<file path="src/rtl/qpsk_pkg.sv">
// Shared types for the QPSK symbol/lock stage: lock detector states and
// Gray-coded dibit constants for the hard slicer.
package qpsk_pkg;

  typedef enum logic [1:0] {
    SEARCH = 2'd0,
    VERIFY = 2'd1,
    LOCKED = 2'd2,
    FADE   = 2'd3
  } lock_state_t;

  localparam logic [1:0] DIBIT_PP = 2'b00;  // +I +Q
  localparam logic [1:0] DIBIT_PN = 2'b01;  // +I -Q
  localparam logic [1:0] DIBIT_NP = 2'b10;  // -I +Q
  localparam logic [1:0] DIBIT_NN = 2'b11;  // -I -Q

  function automatic logic [1:0] slice_dibit(input logic neg_i, input logic neg_q);
    logic [1:0] d;
    case ({neg_i, neg_q})
      2'b00:   d = DIBIT_PP;
      2'b01:   d = DIBIT_PN;
      2'b10:   d = DIBIT_NP;
      default: d = DIBIT_NN;
    endcase
    return d;
  endfunction

endpackage

</file>
<file path="src/rtl/sym_fifo.sv">
// 2-bit symbol FIFO, first-word-fall-through; a push into a full FIFO is
// accepted when a pop happens on the same cycle.
module sym_fifo #(
  parameter int DEPTH = 16
) (
  input  logic       clk,
  input  logic       rst_n,
  input  logic       clear,
  input  logic       push,
  input  logic [1:0] din,
  input  logic       pop,
  output logic [1:0] dout,
  output logic       full,
  output logic       empty
);
  localparam int AW = $clog2(DEPTH);

  logic [1:0]  mem [DEPTH];
  logic [AW:0] wr_ptr, rd_ptr;
  logic [1:0]  last_q;
  logic        do_pop, do_push;

  assign empty   = (wr_ptr == rd_ptr);
  assign full    = (wr_ptr[AW] != rd_ptr[AW]) && (wr_ptr[AW-1:0] == rd_ptr[AW-1:0]);
  assign do_pop  = pop && !empty;
  assign do_push = push && (!full || do_pop);
  // When empty the output keeps showing the most recently consumed symbol.
  assign dout    = empty ? last_q : mem[rd_ptr[AW-1:0]];

  always_ff @(posedge clk or negedge rst_n) begin
    if (!rst_n) begin
      wr_ptr <= '0;
      rd_ptr <= '0;
      last_q <= '0;
    end else if (clear) begin
      wr_ptr <= '0;
      rd_ptr <= '0;
    end else begin
      if (do_push) wr_ptr <= wr_ptr + (AW+1)'(1);
      if (do_pop) begin
        rd_ptr <= rd_ptr + (AW+1)'(1);
        last_q <= mem[rd_ptr[AW-1:0]];
      end
    end
  end

  always_ff @(posedge clk) begin
    if (do_push && !clear) mem[wr_ptr[AW-1:0]] <= din;
  end

endmodule

</file>
<file path="src/rtl/qpsk_symbol_lock.sv">
// Symbol decimator, hard slicer, windowed hysteretic lock detector and
// output symbol FIFO for the QPSK Costas loop back end.
module qpsk_symbol_lock
  import qpsk_pkg::*;
#(
  parameter int IQ_WIDTH    = 16,
  parameter int SPS         = 4,
  parameter int WIN_LOG2    = 8,
  parameter int THR_SHIFT   = 2,
  parameter int LOCK_WINS   = 3,
  parameter int UNLOCK_WINS = 2,
  parameter int FIFO_DEPTH  = 16
) (
  input  logic                       clk,
  input  logic                       rst_n,
  input  logic signed [IQ_WIDTH-1:0] i_in,
  input  logic signed [IQ_WIDTH-1:0] q_in,
  input  logic                       in_valid,
  input  logic [$clog2(SPS)-1:0]     sym_phase,
  input  logic                       clear,
  output logic [1:0]                 sym_data,
  output logic                       sym_valid,
  input  logic                       sym_ready,
  output logic                       locked,
  output logic                       overflow
);
  localparam int PW = $clog2(SPS);
  localparam int MW = IQ_WIDTH + 1;
  localparam int SW = MW + WIN_LOG2;
  localparam int TW = SW + THR_SHIFT;
  localparam logic [7:0] LOCK_CNT   = 8'(LOCK_WINS);
  localparam logic [7:0] UNLOCK_CNT = 8'(UNLOCK_WINS);

  function automatic logic [MW-1:0] sat_abs(input logic signed [IQ_WIDTH-1:0] x);
    logic [IQ_WIDTH-1:0] mag;
    if (x == {1'b1, {(IQ_WIDTH-1){1'b0}}}) mag = {1'b0, {(IQ_WIDTH-1){1'b1}}};
    else if (x[IQ_WIDTH-1])                mag = IQ_WIDTH'(-x);
    else                                   mag = x;
    return {1'b0, mag};
  endfunction

  logic [PW-1:0]       samp_cnt;
  logic                take;
  logic [MW-1:0]       a_abs, b_abs, e_val, m_val;
  logic                s1_valid;
  logic [1:0]          s1_dibit;
  logic [MW-1:0]       s1_e, s1_m;
  logic [SW-1:0]       err_sum, mag_sum, err_tot, mag_tot;
  logic [TW-1:0]       err_scaled;
  logic [WIN_LOG2-1:0] win_cnt;
  logic                win_done, win_good;
  lock_state_t         state_q, state_d;
  logic [7:0]          run_q, run_d;
  logic                fifo_push, fifo_full, fifo_empty;

  assign take = in_valid && (samp_cnt == sym_phase);

  always_comb begin
    a_abs = sat_abs(i_in);
    b_abs = sat_abs(q_in);
    e_val = (a_abs >= b_abs) ? a_abs - b_abs : b_abs - a_abs;
    m_val = a_abs + b_abs;
  end

  // The verdict includes the symbol currently in stage 1, so no symbol is lost
  // at the window boundary when the accumulators restart.
  assign err_tot    = err_sum + SW'(s1_e);
  assign mag_tot    = mag_sum + SW'(s1_m);
  assign err_scaled = TW'(err_tot) << THR_SHIFT;
  assign win_done   = s1_valid && (win_cnt == '1);
  assign win_good   = err_scaled < TW'(mag_tot);

  always_ff @(posedge clk or negedge rst_n) begin
    if (!rst_n) begin
      samp_cnt <= '0;
      s1_valid <= 1'b0;
      s1_dibit <= '0;
      s1_e     <= '0;
      s1_m     <= '0;
      err_sum  <= '0;
      mag_sum  <= '0;
      win_cnt  <= '0;
      overflow <= 1'b0;
    end else begin
      if (in_valid) samp_cnt <= samp_cnt + PW'(1);
      if (clear) begin
        s1_valid <= 1'b0;
        err_sum  <= '0;
        mag_sum  <= '0;
        win_cnt  <= '0;
        overflow <= 1'b0;
      end else begin
        s1_valid <= take;
        if (take) begin
          s1_dibit <= slice_dibit(i_in[IQ_WIDTH-1], q_in[IQ_WIDTH-1]);
          s1_e     <= e_val;
          s1_m     <= m_val;
        end
        if (s1_valid) begin
          win_cnt <= win_cnt + WIN_LOG2'(1);
          err_sum <= win_done ? '0 : err_tot;
          mag_sum <= win_done ? '0 : mag_tot;
        end
        if (fifo_push && fifo_full && !sym_ready) overflow <= 1'b1;
      end
    end
  end

  always_ff @(posedge clk or negedge rst_n) begin
    if (!rst_n) begin
      state_q <= SEARCH;
      run_q   <= '0;
    end else if (clear) begin
      state_q <= SEARCH;
      run_q   <= '0;
    end else begin
      state_q <= state_d;
      run_q   <= run_d;
    end
  end

  always_comb begin
    state_d = state_q;
    run_d   = run_q;
    if (win_done) begin
      case (state_q)
        SEARCH: if (win_good) begin
          if (LOCK_WINS == 1) state_d = LOCKED;
          else begin
            state_d = VERIFY;
            run_d   = 8'd1;
          end
        end
        VERIFY: if (win_good) begin
          run_d = run_q + 8'd1;
          if (run_q + 8'd1 == LOCK_CNT) state_d = LOCKED;
        end else state_d = SEARCH;
        LOCKED: if (!win_good) begin
          if (UNLOCK_WINS == 1) state_d = SEARCH;
          else begin
            state_d = FADE;
            run_d   = 8'd1;
          end
        end
        FADE: if (win_good) state_d = LOCKED;
        else begin
          run_d = run_q + 8'd1;
          if (run_q + 8'd1 == UNLOCK_CNT) state_d = SEARCH;
        end
        default: state_d = SEARCH;
      endcase
    end
  end

  assign locked    = (state_q == LOCKED) || (state_q == FADE);
  // Writes are gated by the registered state, not the one this window produces.
  assign fifo_push = s1_valid && locked;
  assign sym_valid = !fifo_empty;

  sym_fifo #(.DEPTH(FIFO_DEPTH)) u_fifo (
    .clk   (clk),
    .rst_n (rst_n),
    .clear (clear),
    .push  (fifo_push),
    .din   (s1_dibit),
    .pop   (sym_ready),
    .dout  (sym_data),
    .full  (fifo_full),
    .empty (fifo_empty)
  );

endmodule
</file>
<file path="config.mk">
export PLATFORM = sky130hd
export DESIGN_NAME = qpsk_symbol_lock
export DESIGN_NICKNAME = d
export VERILOG_FILES = /design/src/rtl/qpsk_pkg.sv /design/src/rtl/sym_fifo.sv /design/src/rtl/qpsk_symbol_lock.sv
export SDC_FILE = /design/constraint.sdc
export NUM_CORES = 1
export LEC_CHECK = 0
export CORE_ASPECT_RATIO = 0.9
export CORE_UTILIZATION = 55
export DETAILED_ROUTE_END_ITERATION = 16
export MAX_ROUTING_LAYER = met4
export PLACE_DENSITY = 0.83
export SYNTH_ARGS = -nofsm -noshare
export SYNTH_HDL_FRONTEND = slang
export SYNTH_SLANG_ARGS = --single-unit
</file>
<file path="constraint.sdc">
create_clock -name clk -period 9.6 [get_ports clk]
set_input_delay 0.96 -clock clk [delete_from_list [all_inputs] [get_ports clk]]
set_output_delay 0.96 -clock clk [all_outputs]
set_load 0.01 [all_outputs]
</file>
==> results of run 1 <==
-- layout make-up --
class	count	area, um2
Clock inverter	15	185
Fill cell	1725	7840
Timing Repair Buffer	48	465
Clock buffer	17	425
Multi-Input combinational cell	1058	7580
Inverter	79	297
Tap cell	286	358
Sequential cell	151	3940
-- power breakdown --
| group | leakage, nW | internal [mW] | switching [mW] |
|---|---|---|---|
| clock network | 0.293 | 0.353 | 0.320 |
| registers | 1.87 | 0.810 | 0.128 |
| logic | 3.72 | 0.765 | 1.01 |
-- Yosys cell counts, types with 11 or more instances --
library cell	count	share of area (%)
a211oi_1	11	0.69
a21o_1	12	0.75
a21oi_1	84	3.5
a22o_1	18	1.3
and3_1	13	0.68
clkbuf_1	35	1.1
dfrtp_1	119	25
edfxtp_1	32	8.0
ha_1	116	12
inv_1	76	2.4
mux2i_1	17	1.4
nand2_1	151	4.7
nand2b_1	22	1.1
nand3_1	39	1.6
nor2_1	98	3.1
nor2b_1	20	1.0
nor3_1	30	1.2
o21a_1	11	0.69
o21ai_0	78	3.2
o21ai_1	17	0.71
o21bai_1	21	1.3
o31ai_1	17	1.1
or3_1	16	0.83
xnor2_1	63	4.6
xor2_1	50	3.6
-- sequential cells by signal, summed over array words and instances, names as in the netlist, 5 cells and up --
signal	cells
u_fifo.mem	32
err_sum	25
mag_sum	25
s1_e	17
s1_m	16
run_q	8
win_cnt	8
u_fifo.rd_ptr	5
u_fifo.wr_ptr	5
-- per-stage QoR --
stage,instances,util [%],hold slack [ps],setup slack [ps]
after floorplan,1339,-,453,4570
after global placement,1622,59.9,468,3380
after detailed placement,1622,59.9,477,3300
after CTS,1654,62.8,495,3610
after global routing,1654,62.8,525,3160
final,1654,62.8,493,3520
-- kinds of logic after synthesis --
family / after synthesis / synth area share (%)
muxes: 38 / 4.38
DFF: 151 / 32.8
xor gates and xnor gates: 113 / 8.23
buffers and inverters: 130 / 4.29
adders and majority gates: 121 / 12.9
AOI/OAI and AO/OA: 335 / 18.7
and+or+nand+nor: 451 / 18.7
-- layer usage --
layer | part of all wire, % | routed length, um
met5 | 0 | 0
met4 | 2.4 | 660
met3 | 3.4 | 941
met2 | 47 | 13100
met1 | 47 | 13000
-- worst max-delay path, cell delays in order, from the launching register on --
cell and delay (ps):
dfrtp_1 410, ha_1 190, inv_1 60, fa_1 410, nor2b_1 140, o21ai_1 110, a21boi_2 220, o21a_1 200
o31a_2 210, a41oi_2 200, a2111oi_4 560, nand3_1 210, xnor2_1 200, ha_1 310, nand2_1 70, nor4_1 600
o21ai_0 180, a21oi_1 360, nor4_4 100, and3_4 190, a2111oi_4 400, nand3_4 210, nand2_4 150, mux2_4 300
-- cell usage in the layout, fill, tap and decap left out, drive strengths merged, types with 18 or more instances in the layout --
cell type / instances
nand3: 41
xor2: 50
inv: 85
nor2: 98
o21ai: 97
nand2b: 22
xnor2: 63
a22o: 18
o21bai: 21
a21oi: 85
nor2b: 21
edfxtp: 32
o31ai: 18
dfrtp: 119
clkdlybuf4s50: 42
nor3: 30
nand2: 152
ha: 116
-- worst min-delay path by stage --
stage,startpoint,slack [ps],depth (start not counted),end
global route,u_fifo.last_q[0],520,1,u_fifo.last_q[0]
floorplan,mag_sum[2],450,2,mag_sum[2]
CTS,mag_sum[9],490,2,mag_sum[9]
detailed placement,mag_sum[11],480,2,mag_sum[11]
global placement,mag_sum[11],470,2,mag_sum[11]
finish,mag_sum[15],490,2,mag_sum[15]
==> impl_summary.md, run 1 <==
Status
The flow ran to the end, and the final reports show no timing, DRC or antenna violations.

Detailed routing
Summed over all layers, the routed wires come to 27700 um. The number of nets with antenna violations after detailed routing is 0. The average wire per cell in the routed design is 16.7 um.

The via density per instance is 5.93. The first detailed-routing pass ran for 5 iterations. The final route contains 9806 vias.

The first routing iteration left 748 violations. The number of remaining DRC errors is 0.

Synthesis
The area of the mapped netlist is 12000 um2. In this run, synthesis inferred 32 flip-flops with an integrated enable. The async set-reset flop share out of synthesis is 78.8%. The main flop type after synthesis is dfrtp_1. The number of instances in the synthesized netlist is 1339. The part of the Yosys area used for sequential elements is 32.8%.

The synthesized design contains 151 register bits. The mean post-synth cell area is 8.98 um2. The number of distinct library cells after synthesis is 94. For this run, the number of Yosys warnings is 0. The number of nets handed over by synthesis was 1499.

CTS
Counting the buffers created by CTS gives 17. TritonCTS built the clock tree. The number of clock sinks seen by CTS is 151. The post-cts resize count is 0. At the later pin of the worst-skew pair, clock insertion delay measures 440 ps. The longest clock path from root to sink contains 2 buffers. The cell at the root of the clock tree is clkbuf_16.

Buffers added to address setup during post-CTS repair amount to 0. The H-tree depth is 4. The number of buffers inserted for hold repair after clock tree synthesis is 0. Clock-pin slew was measured on the worst setup and hold paths at 70 ps.

Critical path
The startpoint identified for the worst register-to-register timing path is s1_e[0]. The flop-to-flop setup slack is 3520 ps. The worst endpoint data arrival time is 6410 ps.

In this run the critical register-to-register path is captured at run_q[1]. In this run the worst path has a maximum fanout of 10. The number of cell instances on the worst register-to-register path is 23.

The endpoint of the most critical setup path is run_q[1]. STA classifies the critical path endpoint as a flop. In this run the worst setup path begins at s1_e[0].

The critical path required time is 9920 ps. The startpoint-to-endpoint class of the critical path is flop to flop. The type of element launching the critical path is a flop.

Hold path
The class of the tightest hold or removal check is flop to flop.

Floorplanning
For this design the top-level I/O count stands at 44. The die covers 22500 um2. The floorplan step set the die height to 142 um. Once the floorplan was initialized, standard cells occupied 57.0% of the core. The horizontal die dimension is 158 um. The floorplan has 50 rows. The standard cell core area is 21100 um2.

Global route
For met2 alone, demand over resource in global routing was 43.2%. Entering global routing, the biggest net connects 71 pins. For this run, global-route usage on met3 was measured as 3.96%. The global routing usage on met1 is 35.1%. The number of global-route vias before repair is 9573. The most crowded layer after global routing is met2. The wire length of the first global-routing pass is 47000 um. The total overflow reported by the global router is 0. The global routing usage summed across all routing layers is 27.0%. The initial antenna violation count is 0.

STA
Dividing the final minimum period by the clock period gives 63.4%. The headroom to the max-slew limit is 20.1%. The final max-slew violation count is 0.

The minimum clock period after layout is 6080 ps. The transition time at the pin with the least slew margin is 1200 ps. Based on the critical path, the design can be clocked at up to 164 MHz. The number of failing setup endpoints in the final timing report is 0. The hold violation count in the final report was 0. The sum of negative setup slack is 0 ps. The worst clock skew is 11.7 ps. Setup repair after global routing left no endpoint under its margin.

Finish
In the final layout, the share of cells above drive strength 1 is 7.89%. The final layout contains 1515 nets. After routing the design area is 13200 um2. The number of antenna repair diodes is 0. The area growth from synthesis to layout is 10.2%.

Place
Routability-driven placement finished with a final weighted congestion of 0.891. The HPWL after detailed placement is 20400 um. The count of buffers from port buffering is 43. The placed cell area is 12600 um2.

Power
The peak ir drop on the vdd network is 0.000143 V. Dividing total power by cell area gives a power density of 255 nW/um2. For this design the static power due to leakage is 5.88 nW.

The design draws 3.38 mW.

Flow run
The tool flagged a number of max-cap violations equal to 0.
Note: power is estimated with default switching activity, not from simulation.
==> inputs of run 2 (changes only) <==
==> constraint.sdc (replaced) <==
create_clock -name clk -period 6 [get_ports clk]
set_input_delay 0.6 -clock clk [delete_from_list [all_inputs] [get_ports clk]]
set_output_delay 0.6 -clock clk [all_outputs]
set_load 0.01 [all_outputs]
==> run 2 against run 1 <==
Against the previous run: highest routed layer unchanged; non-clock buffer count is 7 higher; power is 63% higher; flip-flop and latch count stayed put; largest cell class unchanged; critical path type unchanged; clock power is 62% higher.
==> impl_summary.md, run 2 (synthesis gave the netlist of run 1 again) <==
Status
The flow ran to the end, and the final reports show no timing, DRC or antenna violations.

Critical path
The signal on the critical path passes through ha_1, inv_1, fa_1, nor2b_1, o21ai_1, a21boi_2, o21a_1, o31a_2, a41oi_2, a2111oi_4, buf_4, nand3_1, xnor2_1, ha_1, nand2_1, nor4_1, o211ai_1, a31oi_1, nor4_4, and3_4, a2111oi_4, nand3_4, nand2_4, mux2_4. STA classifies the critical path endpoint as a flop. The flop-to-flop setup slack was 360 ps (-3150 ps). The maximum cell stage delay along the critical path is 410 ps (-190 ps). The endpoint of the most critical register-to-register path is run_q[1]. The worst register-to-register path begins at s1_e[0]. The critical path required time is 6330 ps (-3590 ps).

The highest net fanout along the worst path is 10 (unchanged). The worst setup path is of the flop to flop kind. For this design, the slowest cell found on the critical path is nor4_1. The worst setup path is launched from a flop. The worst endpoint data arrival time came to 5970 ps (-440 ps). The count of buffer and inverter cells on the critical path is 2 (+1). The cell family contributing the most delay on the critical path is compound AO/OA/AOI/OAI gates.

The number of cell instances on the worst register-to-register path is 24 (+4.3%).

STA
The maximum clock rate was 177 MHz (+7.9%). The worst clock skew is 11.3 ps (-0.386 ps). The setup slack after layout is 363 ps (-3150 ps). The final max-slew violation count is 0 (unchanged). The hold violation count in the final report came to 0 (unchanged). Setup repair after global routing left no endpoint under its margin.

The minimum clock period after layout is 5640 ps (-446 ps). The transition time at the pin with the least slew margin is 1170 ps (-27.2 ps). The sum of negative setup slack is 0 ps (unchanged).

The headroom to the max-slew limit is 21.9% (+1.8 points). The share of the cycle needed by the critical path after routing is 93.9% (+31 points). The number of failing setup endpoints in the final timing report is 0 (unchanged).

Global route
The wire length of the first global-routing pass is 46900 um (-0.15%). The number of global-route vias before repair is 9569 (-0.042%). The largest net degree at the start of global routing is 78 (+9.9%). The global routing usage summed across all routing layers is 27.2% (+0.16 points). The initial antenna violation count is 0 (unchanged). The total overflow reported by the global router is 0 (unchanged).

Floorplanning
The die outline height came to 142 um (unchanged). The die outline area came to 22500 um2 (unchanged). The horizontal die dimension is 158 um (unchanged). The standard cell core area is 21100 um2 (unchanged). The number of top-level pins is 44 (unchanged). The row count is 50 (unchanged). The effective utilization at floorplan is 57.0% (unchanged).

Place
The pre-CTS setup slack came to 415 ps (-2880 ps). The HPWL after detailed placement is 20800 um (+1.6%). The count of buffers from port buffering came to 43 (unchanged).

The final weighted congestion in routability-driven placement is 0.942 (+5.7%).

CTS
The maximum clock path buffer count is 2 (unchanged). The CTS tree is built. The post-cts resize count is 0 (unchanged). The H-tree depth is 4 (unchanged). Clock tree synthesis selected as its root buffer the cell clkbuf_16.

The number of buffers added by the clock tree synthesis step is 17 (unchanged). The number of clock sinks seen by CTS came to 151 (unchanged). The clock insertion delay at the later pin of the skew report is 440 ps (about the same). The clock edge transition at the registers on the reported setup and hold paths was 70 ps (about the same).

Detailed routing
The number of remaining DRC errors is 0 (unchanged). The average wire per cell in the routed design is 17.0 um (+1.3%). The via density per instance was 5.95 (+0.35%). The initial detailed-routing violation count is 686 (-8.3%).

The total iterations of the first detailed-routing run is 5 (unchanged). The total via count after detailed routing is 9882 (+0.78%). The wire length reported by the detailed router is 28200 um (+1.7%).

The number of nets with antenna violations after detailed routing is 0 (unchanged).

Power
The peak ir drop on the vdd network is 0.000227 V (+58%). The power density over the cells is 413 nW/um2 (+62%). The static leakage is 5.93 nW (+0.72%).

Finish
The number of antenna repair diodes is 0 (unchanged). The fraction of layout cells with a size suffix above 1 was 8.36% (+0.47 points). The storage element area is 3940 um2 (unchanged).

The library cell used most frequently in the layout, excluding fill and tap cells, is nand2_1. The top cell types in the final layout, fill and taps aside, are nand2_1 (151), dfrtp_1 (119), ha_1 (116). The area used by multi-input combinational logic is 7580 um2 (unchanged). The number of fillers in the final layout is 1682 (-2.5%). The final net count came to 1522 (+0.46%).

The number of flip-flops in the largest register was 32 (unchanged). The synthesis-to-finish area growth is 10.7%.

Hold path
The tightest min-delay check is of the input port to asynchronous set/reset pin type.

Flow run
The number of maximum-capacitance constraint violations is 0 (unchanged).
## run 2: repair_timing
item / 4_1_cts / 5_1_grt
setup buffers: 0 / 1
hold endpoints to repair: 0 / 0
hold buffers: 0 / 0
endpoints found under the setup margin: 0 / 2
## run 2: layer usage
| metal | vias up | routed length [um] | track usage [%] | share of wire, % |
|---|---|---|---|---|
| met5 | - | 0 | - | 0 |
| met4 | 0 | 614 | 8.48 | 2.2 |
| met3 | 46 | 1130 | 4.20 | 4.0 |
| met2 | 219 | 13400 | 44.2 | 48 |
| met1 | 4805 | 13000 | 34.8 | 46 |
| li1 | 4812 | - | - | - |
## run 2: worst max-delay path by stage
stage,start,depth (start not counted),to,slack (ps)
global route,s1_e[0],24,run_q[1],30
finish,s1_e[0],24,run_q[1],360
CTS,s1_e[0],23,run_q[1],350
detailed placement,i_in[1],17,s1_e[14],420
global placement,i_in[1],17,s1_e[13],530
floorplan,s1_e[0],23,run_q[0],1110
## run 2: through the flow
step / instance area [um2] / hold slack (ps) / cells / total power [mW] / utilization (%)
CTS: 13300 / 353 / 1660 / 5.49 / 63.1
finish: 13300 / 303 / 1661 / 5.50 / 63.1
detailed placement: 12700 / 480 / 1628 / 4.35 / 60.1
floorplan: 12000 / 304 / 1339 / 3.66 / -
global route: 13300 / 407 / 1661 / 5.89 / 63.1
global placement: 12700 / 470 / 1628 / 4.25 / 60.1
## run 2: cell type report
type,instances,area share [%]
Inverter,79,2.23
Clock inverter,15,1.44
Tap cell,286,2.69
Sequential cell,151,29.6
Timing Repair Buffer,55,3.89
Clock buffer,17,3.20
Multi-Input combinational cell,1058,56.9
## run 2: power breakdown
group	leakage [nW]	internal, mW	total (mW)	switching (mW)
Combinational	3.75	1.24	2.91	1.67
Clock	0.300	0.568	1.09	0.522
Sequential	1.87	1.30	1.50	0.206
